$ cat src/rtl/action_dispatcher_pkg.sv
//------------------------------------------------------------------------------
// action_dispatcher_pkg : shared FSM encodings and constants for the dispatcher
// Revision: 1.0
//------------------------------------------------------------------------------
`default_nettype none

package action_dispatcher_pkg;

  localparam int AD_STATE_BUS = 3;

  typedef enum logic [AD_STATE_BUS-1:0] {
    AD_STATE_IDLE    = 3'd0,
    AD_STATE_LOOKUP  = 3'd1,
    AD_STATE_WAIT    = 3'd2,
    AD_STATE_RELEASE = 3'd3,
    AD_STATE_DONE    = 3'd4
  } ad_state_e;

  localparam int unsigned DEFAULT_ACTION_IDX = 0;
  localparam int unsigned RELEASE_CYCLES     = 2;

endpackage

`default_nettype wire

$ cat src/rtl/action_dispatcher_sync_fifo.sv
//------------------------------------------------------------------------------
// sync_fifo : single-clock FIFO with first-word-fall-through head output
// Revision: 1.0
//------------------------------------------------------------------------------
`default_nettype none

module sync_fifo #(
  parameter int unsigned WIDTH = 8,
  parameter int unsigned DEPTH = 4
) (
  input  logic             clk,
  input  logic             rst,
  input  logic             push_i,
  input  logic [WIDTH-1:0] wdata_i,
  input  logic             pop_i,
  output logic [WIDTH-1:0] rdata_o,
  output logic             full_o,
  output logic             empty_o
);

  localparam int unsigned PTR_W = (DEPTH > 1) ? $clog2(DEPTH) : 1;
  localparam int unsigned CNT_W = PTR_W + 1;

  logic [WIDTH-1:0] mem_q [DEPTH];
  logic [PTR_W-1:0] wr_ptr_q;
  logic [PTR_W-1:0] rd_ptr_q;
  logic [CNT_W-1:0] count_q;

  logic w_push;
  logic w_pop;

  assign full_o  = (count_q == CNT_W'(DEPTH));
  assign empty_o = (count_q == '0);
  assign w_push  = push_i && !full_o;
  assign w_pop   = pop_i && !empty_o;
  assign rdata_o = mem_q[rd_ptr_q];

  // DEPTH is a power of two, so pointers wrap naturally at their width.
  always_ff @(posedge clk) begin
    if (rst) begin
      wr_ptr_q <= '0;
      rd_ptr_q <= '0;
      count_q  <= '0;
    end else begin
      if (w_push) wr_ptr_q <= wr_ptr_q + 1'b1;
      if (w_pop)  rd_ptr_q <= rd_ptr_q + 1'b1;
      case ({w_push, w_pop})
        2'b10:   count_q <= count_q + 1'b1;
        2'b01:   count_q <= count_q - 1'b1;
        default: count_q <= count_q;
      endcase
    end
  end

  always_ff @(posedge clk) begin
    if (w_push) mem_q[wr_ptr_q] <= wdata_i;
  end

endmodule

`default_nettype wire

$ cat src/rtl/action_dispatcher.sv
//------------------------------------------------------------------------------
// action_dispatcher : buffers match results, resolves action addresses and
// drives the executor start/ready handshake with a watchdog. Revision: 1.0
//------------------------------------------------------------------------------
`default_nettype none

module action_dispatcher
  import action_dispatcher_pkg::*;
#(
  parameter int ACTION_ID_W    = 4,
  parameter int FIFO_DEPTH     = 4,
  parameter int TIMEOUT_CYCLES = 1024
) (
  input  logic                   clk,
  input  logic                   rst,
  input  logic                   match_valid_i,
  output logic                   match_ready_o,
  input  logic                   match_hit_i,
  input  logic [ACTION_ID_W-1:0] match_action_id_i,
  input  logic [31:0]            match_args_addr_i,
  input  logic                   tbl_we_i,
  input  logic [ACTION_ID_W-1:0] tbl_waddr_i,
  input  logic [31:0]            tbl_wdata_i,
  output logic                   exec_start_o,
  output logic [31:0]            exec_start_addr_o,
  output logic [31:0]            exec_args_start_o,
  input  logic                   exec_ready_i,
  output logic                   done_valid_o,
  input  logic                   done_ready_i,
  output logic                   done_timeout_o
);

  localparam int unsigned ENTRIES = 2 ** ACTION_ID_W;
  localparam int unsigned FIFO_W  = 1 + ACTION_ID_W + 32;
  localparam int unsigned REL_W   = 2;

  logic [FIFO_W-1:0]      w_head;
  logic                   w_full;
  logic                   w_empty;
  logic                   w_pop;
  logic                   w_head_hit;
  logic [ACTION_ID_W-1:0] w_head_id;
  logic [31:0]            w_head_args;
  logic [ACTION_ID_W-1:0] w_rd_idx;

  ad_state_e   state_q,      state_d;
  logic [31:0] args_lat_q,   args_lat_d;
  logic [31:0] start_addr_q, start_addr_d;
  logic [31:0] args_q,       args_d;
  logic        timeout_q,    timeout_d;
  logic [31:0] wait_cnt_q,   wait_cnt_d;
  logic [REL_W-1:0] rel_cnt_q, rel_cnt_d;

  logic [31:0] tbl_q [ENTRIES];
  logic [31:0] rd_data_q;

  sync_fifo #(
    .WIDTH (FIFO_W),
    .DEPTH (FIFO_DEPTH)
  ) u_fifo (
    .clk     (clk),
    .rst     (rst),
    .push_i  (match_valid_i),
    .wdata_i ({match_hit_i, match_action_id_i, match_args_addr_i}),
    .pop_i   (w_pop),
    .rdata_o (w_head),
    .full_o  (w_full),
    .empty_o (w_empty)
  );

  assign w_head_hit  = w_head[FIFO_W-1];
  assign w_head_id   = w_head[32 +: ACTION_ID_W];
  assign w_head_args = w_head[31:0];
  assign w_rd_idx    = w_head_hit ? w_head_id : ACTION_ID_W'(DEFAULT_ACTION_IDX);

  // Table is control-plane state and survives reset; read is read-first.
  always_ff @(posedge clk) begin
    if (tbl_we_i) tbl_q[tbl_waddr_i] <= tbl_wdata_i;
    if (w_pop)    rd_data_q          <= tbl_q[w_rd_idx];
  end

  always_ff @(posedge clk) begin
    if (rst) begin
      state_q      <= AD_STATE_IDLE;
      args_lat_q   <= '0;
      start_addr_q <= '0;
      args_q       <= '0;
      timeout_q    <= 1'b0;
      wait_cnt_q   <= '0;
      rel_cnt_q    <= '0;
    end else begin
      state_q      <= state_d;
      args_lat_q   <= args_lat_d;
      start_addr_q <= start_addr_d;
      args_q       <= args_d;
      timeout_q    <= timeout_d;
      wait_cnt_q   <= wait_cnt_d;
      rel_cnt_q    <= rel_cnt_d;
    end
  end

  always_comb begin
    state_d      = state_q;
    args_lat_d   = args_lat_q;
    start_addr_d = start_addr_q;
    args_d       = args_q;
    timeout_d    = timeout_q;
    wait_cnt_d   = wait_cnt_q;
    rel_cnt_d    = rel_cnt_q;
    w_pop        = 1'b0;

    case (state_q)
      AD_STATE_IDLE: begin
        if (!w_empty) begin
          w_pop      = 1'b1;
          args_lat_d = w_head_args;
          state_d    = AD_STATE_LOOKUP;
        end
      end
      AD_STATE_LOOKUP: begin
        start_addr_d = rd_data_q;
        args_d       = args_lat_q;
        wait_cnt_d   = '0;
        state_d      = AD_STATE_WAIT;
      end
      AD_STATE_WAIT: begin
        // Ready takes priority over the watchdog expiring in the same cycle.
        if (exec_ready_i) begin
          timeout_d = 1'b0;
          rel_cnt_d = '0;
          state_d   = AD_STATE_RELEASE;
        end else if (wait_cnt_q == 32'(TIMEOUT_CYCLES - 1)) begin
          timeout_d = 1'b1;
          rel_cnt_d = '0;
          state_d   = AD_STATE_RELEASE;
        end else begin
          wait_cnt_d = wait_cnt_q + 32'd1;
        end
      end
      AD_STATE_RELEASE: begin
        if (rel_cnt_q == REL_W'(RELEASE_CYCLES - 1)) begin
          state_d = AD_STATE_DONE;
        end else begin
          rel_cnt_d = rel_cnt_q + 1'b1;
        end
      end
      AD_STATE_DONE: begin
        if (done_ready_i) state_d = AD_STATE_IDLE;
      end
      default: state_d = AD_STATE_IDLE;
    endcase
  end

  assign match_ready_o     = !w_full;
  assign exec_start_o      = (state_q == AD_STATE_WAIT);
  assign exec_start_addr_o = start_addr_q;
  assign exec_args_start_o = args_q;
  assign done_valid_o      = (state_q == AD_STATE_DONE);
  assign done_timeout_o    = (state_q == AD_STATE_DONE) && timeout_q;

endmodule

`default_nettype wire

$ cat config.mk
export PLATFORM = sky130hd
export DESIGN_NAME = action_dispatcher
export DESIGN_NICKNAME = d
export VERILOG_FILES = /design/src/rtl/action_dispatcher_pkg.sv /design/src/rtl/action_dispatcher_sync_fifo.sv /design/src/rtl/action_dispatcher.sv
export SDC_FILE = /design/constraint.sdc
export NUM_CORES = 1
export LEC_CHECK = 0
export ABC_AREA = 1
export CORE_MARGIN = 1
export CORE_UTILIZATION = 61
export CTS_CLUSTER_DIAMETER = 120
export DETAILED_ROUTE_END_ITERATION = 7
export PLACE_DENSITY = 0.86
export SLEW_MARGIN = 15
export SYNTH_ARGS = -nofsm -noshare
export SYNTH_HDL_FRONTEND = slang
export SYNTH_SLANG_ARGS = --single-unit
$ cat constraint.sdc
create_clock -name clk -period 5.2 [get_ports clk]
set_input_delay 1.04 -clock clk [delete_from_list [all_inputs] [get_ports clk]]
set_output_delay 1.04 -clock clk [all_outputs]
set_load 0.01 [all_outputs]
; Yosys cells after proc, flatten, opt, wreduce, memory -nomap -nowiden
; Memory sizes are Yosys's and may differ from the RTL's. A register that Yosys moved wholly into a read port is not among the register bits.
; Cells that the tools add are included.
[word_totals]
ff_bits = 141
mem_bits_rw = 660
in_bits = 79
out_inout_bits = 68
word_cells = 76
memories = 2
[memory_table]
columns = memory, words, width, read_ports, rd_ports_with_merged_regs, write_ports, line_no
row1 = tbl_q, 16, 32, 1, 1, 1, action_dispatcher.sv:54  ; logic [31:0] tbl_q [ENTRIES];
row2 = u_fifo.mem_q, 4, 37, 1, 1, 1, action_dispatcher_sync_fifo.sv:24  ; logic [WIDTH-1:0] mem_q [DEPTH];
[op_classes]
addsub = 6
eq_ne = 16
muxes = 25
n_bitwise = 1
n_reduce_logical = 16
[op_table]
columns = operator, n
row1 = $mux W32, 2
row2 = $pmux W32 S2, 1
row3 = $add A32 B1 Y32 const B, 1
row4 = $eq A32 B10 Y1 const B, 1
row5 = $mux W3, 5
row6 = $pmux W3 S5, 1
row7 = $mux W2, 5
row8 = $ne A2 B2 Y1 const B, 5
row9 = $mux W1, 8
row10 = $reduce_bool A2 Y1, 4
row11 = $add A2 B1 Y2 const B, 3
row12 = $eq A3 B2 Y1 const B, 2
row13 = $eq A3 B3 Y1 const B, 2
row14 = $logic_not A3 Y1, 2
row15 = $pmux W3 S2, 1
row16 = $reduce_and A3 Y1, 2
row17 = $eq A2 B1 Y1 const B, 2
row18 = $mux W4, 1
row19 = $pmux W2 S2, 1
row20 = $reduce_and A2 Y1, 2
row21 = $reduce_and A4 Y1, 1
row22 = $add A3 B1 Y3 const B, 1
row23 = $eq A3 B1 Y1 const B, 1
row24 = $logic_and A1 B1 Y1, 3
row25 = 6 further kinds, 7

; Logic depth before layout (Yosys ltp)
; Gate-level depths: netlist of the first run.
[logic_depth]
ltp_word = 6
ltp_mapped = 15

; Cells and area by module
; Synthesis of the first run repeated with hierarchy kept, for this count alone.
[unflattened]
hier_cells = 2859
area_unflattened_um2 = 33195.6
[modules_own_cells]
columns = mod, n_inst, cells_per_inst, area_each_um2, seq_area_each_um2
row1 = action_dispatcher, 1, 2431, 27223.6, 19018.2
row2 = sync_fifo, 1, 428, 5972.0, 4624.4

; Least setup slack after synthesis of the first run
; No wires, ideal clock.
[synth_timing]
kind = input -> register
start = input tbl_we_i
end = memory tbl_q[4][0] (enable)
arrival_ns = 3.471
required_time_ns = 4.739
path_slack_ns = 1.268
stages = 2
n_path_buf = 0
cell_sequence = clkinv_1 -> nor3_1
[synth_between]
elab_chain_cells = 2
[synth_rtl]
columns = item, line_no
row1 = start: declaration, action_dispatcher.sv:21  ; input logic tbl_we_i,
row2 = $mux W1, action_dispatcher.sv:78  ; if (tbl_we_i) tbl_q[tbl_waddr_i] <= tbl_wdata_i;
row3 = $mux W1 (implied by the code), action_dispatcher.sv:78
row4 = end: declaration, action_dispatcher.sv:54
; Every way passes these cells.

==> reports/summary.txt, run 1 <==
Result of the run = finished, final reports clean
Relative contribution of sequential cells to total power = 0.400
Area of the core = 56800 um^2
Wire length per cell after detailed routing = 20.1 um
Post-layout min period = 3.50 ns
Largest buffer count on any clock path = 3
Number of clock buffers inserted by TritonCTS = 81
Initial core utilization = 0.621
Category of the worst setup path launch point = flip-flop
Syn_area_per_cell = 10.7 um^2
CP Buf/Inv Count = 2
Max-Slew Margin vs Limit = 0.202
GR Util met3 = 0.0537
First-pass GRT wire length = 129000 um
Number of top-level pins = 147
Slew at the pin with the worst max-slew slack = 1.19 ns
Setup TNS = 0 ns
Critical Path End Type = flip-flop
Gr busiest metal = met2
Worst R2R Path Depth = 9
Final Slew Violations = 0
H-tree level count = 3
Number of antenna violations at the first check in global routing = 4
Power Dens Cells = 526 nW/um^2
RSZ-0062 raised after global routing = false
Post-layout nets = 3452
Count of hold-fix buffers inserted at cts = 0
Class of the tightest hold or removal check = flip-flop to flip-flop
Final count of hold timing violations = 0
Top library cells by usage in the layout, fill and taps aside = 692 x sky130_fd_sc_hd__edfxtp_1, 492 x sky130_fd_sc_hd__nand3_1, 473 x sky130_fd_sc_hd__nand2_1, 392 x sky130_fd_sc_hd__inv_1, 273 x sky130_fd_sc_hd__nor2_1
Period utilisation layout = 0.673
Synth Register Bits = 835
Starting DRC count in detailed routing = 3067
Clock Pin Slew Worst Setup and Hold Paths = 0.06 ns
Relative contribution of the clock network to total power = 0.275
Count of cells resized by post-cts repair = 0
Main flop type after synthesis = sky130_fd_sc_hd__edfxtp_1
Vias per Instance = 5.88
Worst vdd ir = 0.474 mV
Setup clock skew after layout = 0.0161 ns
Total internal power = 0.0134 W
Post-CTS setup-driven buffer insertion count = 0
Chip Width = 243 um
Clock tree from TritonCTS = yes
CTS sink count = 835
Max-Cap Viols = 0
Fmax = 286 MHz
Layout fillers = 3735
Vias = 24.7k
Area Overhead vs Synth = 12.9%
Worst path top cell family by delay = simple AND/OR/NAND/NOR gates
NetSw = 0.00758 W
Vias in the first global route = 23.7k
Chip Height = 243 um
Static leakage power = 14.6 nW
Number of remaining DRC errors = 0
Share of flip-flops with an asynchronous set or reset after synthesis = 0
Yosys Warn Count = 0
Detailed-placement wirelength estimate = 43400 um
Setup violations, final = 0
Clock latency on the worst-skew pair = 0.64 ns
Cell occurring most often along the worst timing path = sky130_fd_sc_hd__nand3_1
Total grt overflow = 0
Most frequent standard cell in the layout excluding fill and tap cells = sky130_fd_sc_hd__edfxtp_1
Sequential cell area fraction in the yosys report = 0.670
Standard-cell row count = 87
Pre-antenna DRT Iters = 6
Final standard cell utilization of the core = 0.701
Die footprint = 58800 um^2
Crit Path Max Fanout = 102
Critical path type = flip-flop to flip-flop
Number of enable flip-flop cells after synthesis = 692
Data arrival, critical path = 3.86 ns
Combined area of all synthesized cells = 35300 um^2
CP Depth = 9
Cell at the root of the clock tree = sky130_fd_sc_hd__clkbuf_16
Largest stage delay on the critical path = 0.92 ns
Power share of the combinational group = 0.325
Worst hold path stage count = 2
Distinct cell type count of the synthesized netlist = 35
Required time of the critical path = 5.56 ns
Crit-path slowest cell = sky130_fd_sc_hd__buf_4
Share of cells above drive strength 1 = 0.0601
Met1 Usage GRT = 0.363
RD Place Congestion = 0.901
Overall fraction of global-route tracks in use = 0.283
Met2 routing resource usage after global routing = 0.473
Largest net degree at the start of global routing = 173
Synth Net Count = 3374
Critical-path cell list = buf_4 > nand3_1 > nand2_8 > buf_4 > nand3b_1 > nand3_1 > nand3_1 > nand3_1 > nand2_1
Antenna violation net count after detailed routing = 0
Sw frac = 0.362
Number of instances in the synthesized netlist = 3287
Port Buffers = 146
Final Routed Wirelength = 84400 um
## synthesized netlist by cell type, types with 2 or more instances
library cell	instances	area, um^2
sky130_fd_sc_hd__a21oi_2	2	17.5
sky130_fd_sc_hd__xnor2_1	2	17.5
sky130_fd_sc_hd__ha_1	7	87.6
sky130_fd_sc_hd__nand2_2	3	18.8
sky130_fd_sc_hd__buf_6	18	203
sky130_fd_sc_hd__nor2_4	2	22.5
sky130_fd_sc_hd__xor2_1	5	43.8
sky130_fd_sc_hd__a31oi_1	32	200
sky130_fd_sc_hd__nand3_1	493	2470
sky130_fd_sc_hd__inv_1	394	1480
sky130_fd_sc_hd__nand4_1	7	43.8
sky130_fd_sc_hd__nand2_4	2	22.5
sky130_fd_sc_hd__dfxtp_1	143	2860
sky130_fd_sc_hd__o21ai_0	180	901
sky130_fd_sc_hd__nand3_2	2	20.0
sky130_fd_sc_hd__nor2_2	2	12.5
sky130_fd_sc_hd__nor3b_1	2	15.0
sky130_fd_sc_hd__o211ai_1	2	15.0
sky130_fd_sc_hd__nor2_1	285	1070
sky130_fd_sc_hd__nand2_1	475	1780
sky130_fd_sc_hd__clkbuf_1	55	206
sky130_fd_sc_hd__o22ai_1	2	12.5
sky130_fd_sc_hd__nor3_1	15	75.1
sky130_fd_sc_hd__edfxtp_1	692	20800
sky130_fd_sc_hd__a21oi_1	106	531
sky130_fd_sc_hd__nand3b_1	224	1680
sky130_fd_sc_hd__buf_2	87	435
sky130_fd_sc_hd__inv_2	8	30.0
sky130_fd_sc_hd__buf_1	17	63.8
sky130_fd_sc_hd__buf_4	18	135
## worst reg2reg max path: stages, from the launching register on
cell and delay, ns:
sky130_fd_sc_hd__dfxtp_1 0.35, sky130_fd_sc_hd__buf_4 0.44, sky130_fd_sc_hd__nand3_1 0.28, sky130_fd_sc_hd__nand2_8 0.41, sky130_fd_sc_hd__buf_4 0.94, sky130_fd_sc_hd__nand3b_1 0.29
sky130_fd_sc_hd__nand3_1 0.17, sky130_fd_sc_hd__nand3_1 0.10, sky130_fd_sc_hd__nand3_1 0.14, sky130_fd_sc_hd__nand2_1 0.10
## metal layers
layer	up-vias	wire length, um
li1	11400	-
met1	11600	31700
met2	1438	41400
met3	214	8560
met4	2	2710
met5	-	10
## power by group through the flow
stage          logic [W]  registers (W)  clock network (W)
6_report         0.00681        0.00837            0.00576
3_5_place_dp     0.00660        0.00850                  0
5_1_grt          0.00739        0.00843            0.00606
2_1_floorplan    0.00466        0.00851                  0
3_3_place_gp     0.00638        0.00848                  0
4_1_cts          0.00673        0.00837            0.00579
## sequential cells by signal, summed over array words and instances, names as in the netlist, named ones only
| signal | flops |
|---|---|
| exec_args_start_o | 32 |
| u_fifo.count_q | 3 |
| wait_cnt_q | 32 |
| exec_start_addr_o | 32 |
| state_q | 3 |
| args_lat_q | 32 |
| u_fifo.rd_ptr_q | 2 |
| u_fifo.mem_q | 148 |
| u_fifo.wr_ptr_q | 2 |
| rd_data_q | 32 |
| timeout_q | 1 |
| tbl_q | 512 |
| rel_cnt_q | 2 |
## cell families after synthesis
kind of cell	synth area share
flip-flops	0.670
AO/OA/AOI/OAI	0.0476
AND/OR/NAND/NOR	0.205
adder cells (fa/ha/maj)	0.00305
XOR/XNOR	0.00174
buffers and inverters	0.0724
## area by class of cell
type | instances | area, um^2 | area share
timing repair buffer | 190 | 1850 | 0.0465
inverter | 403 | 1520 | 0.0381
sequential | 835 | 23600 | 0.594
clock inverter | 45 | 452 | 0.0113
tap | 756 | 946 | 0.0237
multi-input combinational | 1854 | 9270 | 0.233
clock buffer | 103 | 2140 | 0.0537
antenna | 5 | 12.5 | 0.000314
## per-stage QoR
stage / total power (W) / cell area [um^2] / hold WS (ns) / instances / worst slack [ns]
floorplan: 0.0132 / 35300 / 0.436 / 3287 / 1.27
global placement: 0.0149 / 37200 / 0.431 / 4038 / 1.81
detailed placement: 0.0151 / 37200 / 0.436 / 4038 / 1.75
CTS: 0.0209 / 39800 / 0.446 / 4186 / 1.71
global route: 0.0219 / 39800 / 0.456 / 4189 / 1.42
finish: 0.0209 / 39800 / 0.444 / 4191 / 1.70
## final timing paths
path	slack, ns	from	to
hold reg to reg	0.44	exec_args_start_o[1]	exec_args_start_o[1]
setup reg to reg	1.70	flip-flop	rd_data_q[12]
setup / recovery	1.70	flip-flop	rd_data_q[12]
hold / removal	0.44	exec_args_start_o[1]	exec_args_start_o[1]
Power figures use the tool's default switching activity.
==> run 2: changes to the inputs <==
==> constraint.sdc (replaced) <==
create_clock -name clk -period 3.3 [get_ports clk]
set_input_delay 0.66 -clock clk [delete_from_list [all_inputs] [get_ports clk]]
set_output_delay 0.66 -clock clk [all_outputs]
set_load 0.01 [all_outputs]
==> reports/summary.txt, run 2 (synthesis gave the netlist of run 1 again) <==
Result of the run = finished, final reports clean
Number of remaining DRC errors = 0
Crit-path slowest cell = sky130_fd_sc_hd__nand2_4
Largest net degree at the start of global routing = 161
RD Place Congestion = 0.875
Final Slew Violations = 0
Period utilisation layout = 0.890
Critical-path cell list = buf_4 > nand2_1 > nand3_1 > nand2_8 > nand2_4 > buf_12 > nand2_1 > nand3_1 > nand3_1 > nand3_1 > nand2_1
Clock Pin Slew Worst Setup and Hold Paths = 0.07 ns
Setup violations, final = 0
Clock tree from TritonCTS = yes
Largest buffer count on any clock path = 3
CTS sink count = 835
Starting DRC count in detailed routing = 2985
Largest stage delay on the critical path = 0.38 ns
# placed instances = 4056
Antenna violation net count after detailed routing = 0
Top library cells by usage in the layout, fill and taps aside = 692 x sky130_fd_sc_hd__edfxtp_1, 492 x sky130_fd_sc_hd__nand3_1, 473 x sky130_fd_sc_hd__nand2_1, 392 x sky130_fd_sc_hd__inv_1, 273 x sky130_fd_sc_hd__nor2_1
Class of the tightest hold or removal check = flip-flop to flip-flop
Max-Cap Viols = 0
Number of clock buffers inserted by TritonCTS = 81
Final standard cell utilization of the core = 0.708
Worst R2R Path Depth = 11
Largest register FFs = 512
Sw frac = 0.361
Wire length per cell after detailed routing = 20.1 um
Post-layout instance area = 40200 um^2
CP Buf/Inv Count = 2
Max-Slew Margin vs Limit = 0.358
H-tree level count = 3
Count of cells resized by post-cts repair = 0
Total internal power = 0.0213 W
Area Overhead vs Synth = 14.0%
Standard-cell row count = 87
RSZ-0062 raised after global routing = false
Vias = 24.8k
Clock latency on the worst-skew pair = 0.62 ns
Share of cells above drive strength 1 = 0.0661
Post-layout min period = 2.94 ns
Final Routed Wirelength = 84400 um
Most frequent standard cell in the layout excluding fill and tap cells = sky130_fd_sc_hd__edfxtp_1
Static leakage power = 14.8 nW
Crit Path Max Fanout = 64
Cell at the root of the clock tree = sky130_fd_sc_hd__clkbuf_16
Vias per Instance = 5.90
Post-route insts no fill = 4207
Port Buffers = 146
Largest Register = tbl_q
Number of top-level pins = 147
Worst path top cell family by delay = simple AND/OR/NAND/NOR gates
Data arrival, critical path = 3.31 ns
Die footprint = 58800 um^2
Register-to-register path setup slack = 0.36 ns
Critical Path End Type = flip-flop
Power Dens Cells = 830 nW/um^2
Critical path type = flip-flop to flip-flop
End point of the worst hold path = exec_start_addr_o[15]
Total grt overflow = 0
Relative contribution of sequential cells to total power = 0.397
Reg2reg end = rd_data_q[28]
Registers with the most flip-flops = tbl_q (512), u_fifo.mem_q (148)
Power share of the combinational group = 0.331
Hold path startpoint = exec_start_addr_o[15]
First-pass GRT wire length = 132000 um
Vias in the first global route = 24.6k
Cell occurring most often along the worst timing path = sky130_fd_sc_hd__nand3_1
Pre-antenna DRT Iters = 6
NetSw = 0.0121 W
Worst vdd ir = 0.868 mV
Detailed-placement wirelength estimate = 45400 um
Slew at the pin with the worst max-slew slack = 0.963 ns
Initial core utilization = 0.621
Overall fraction of global-route tracks in use = 0.287
Relative contribution of the clock network to total power = 0.272
Layout fillers = 3669
Overall Power = 0.0334 W
Setup clock skew after layout = 0.0215 ns
Post-CTS setup-driven buffer insertion count = 0
Count of hold-fix buffers inserted at cts = 0
Worst hold path stage count = 2
Setup slack after layout = 0.362 ns
Chip Height = 243 um
Post-layout nets = 3470
Required time of the critical path = 3.68 ns
Chip Width = 243 um
Post-detailed-placement cell area = 37600 um^2
Post-place setup slack = 0.465 ns
Final count of hold timing violations = 0
Category of the worst setup path launch point = flip-flop
Fmax = 340 MHz
Number of antenna violations at the first check in global routing = 3
Area of the core = 56800 um^2
==> run 2: cell count changes in the layout (fill, tap and decap cells not counted), sizes merged <==
cell and delta:
diode -2, buf +18, inv +1, clkinvlp -2
clkbuf +12, bufinv -3, clkinv -8
==> run 2: metrics by stage <==
step / setup TNS (ns) / hold WS (ns)
2_1_floorplan: -64.54 / 0.436
3_3_place_gp: 0 / 0.430
3_5_place_dp: 0 / 0.435
4_1_cts: 0 / 0.445
5_1_grt: 0 / 0.460
6_report: 0 / 0.440
==> run 2: how the worst max path moves through the flow <==
stage               startpoint             to  cells after the start  slack, ns
floorplan             tbl_we_i    tbl_q[4][0]                      2      -0.25
global placement     flip-flop  rd_data_q[22]                     11       0.57
detailed placement   flip-flop  rd_data_q[11]                      9       0.46
CTS                  flip-flop   rd_data_q[1]                     11       0.41
global route         flip-flop   rd_data_q[5]                     11       0.23
finish               flip-flop  rd_data_q[28]                     11       0.36
==> run 2: cell type report <==
type	instances	area, um^2	share of cell area
flip-flops and latches	835	23600	0.588
multi-input cells	1854	9270	0.230
clock buffers	115	2310	0.0574
repair buffers	208	2210	0.0551
inverters	403	1520	0.0377
well taps	756	946	0.0235
clock inverters	33	313	0.00778
diodes	3	7.51	0.000187
==> run 2: routing by layer <==
metal	track usage	wire [um]	up-vias
met1	0.369	32200	11800
met2	0.481	41200	1433
met4	0.126	2730	2
met5	0	11	-
li1	-	-	11400
met3	0.0492	8310	235
==> run 2: power groups by stage <==
stage	Sequential, W	Clock [W]	Combinational, W
after global routing	0.0133	0.00957	0.0120
after CTS	0.0132	0.00916	0.0109
after detailed placement	0.0134	0	0.0107
after global placement	0.0134	0	0.0103
after floorplan	0.0134	0	0.00734
final	0.0133	0.00910	0.0110
==> run 2: worst register-to-register path: cells and delay by family (launching register included) <==
kind	cells	cell delay (ns)
and+or+nand+nor	9	1.67
DFF	1	0.34
buffers and inverters	2	0.67
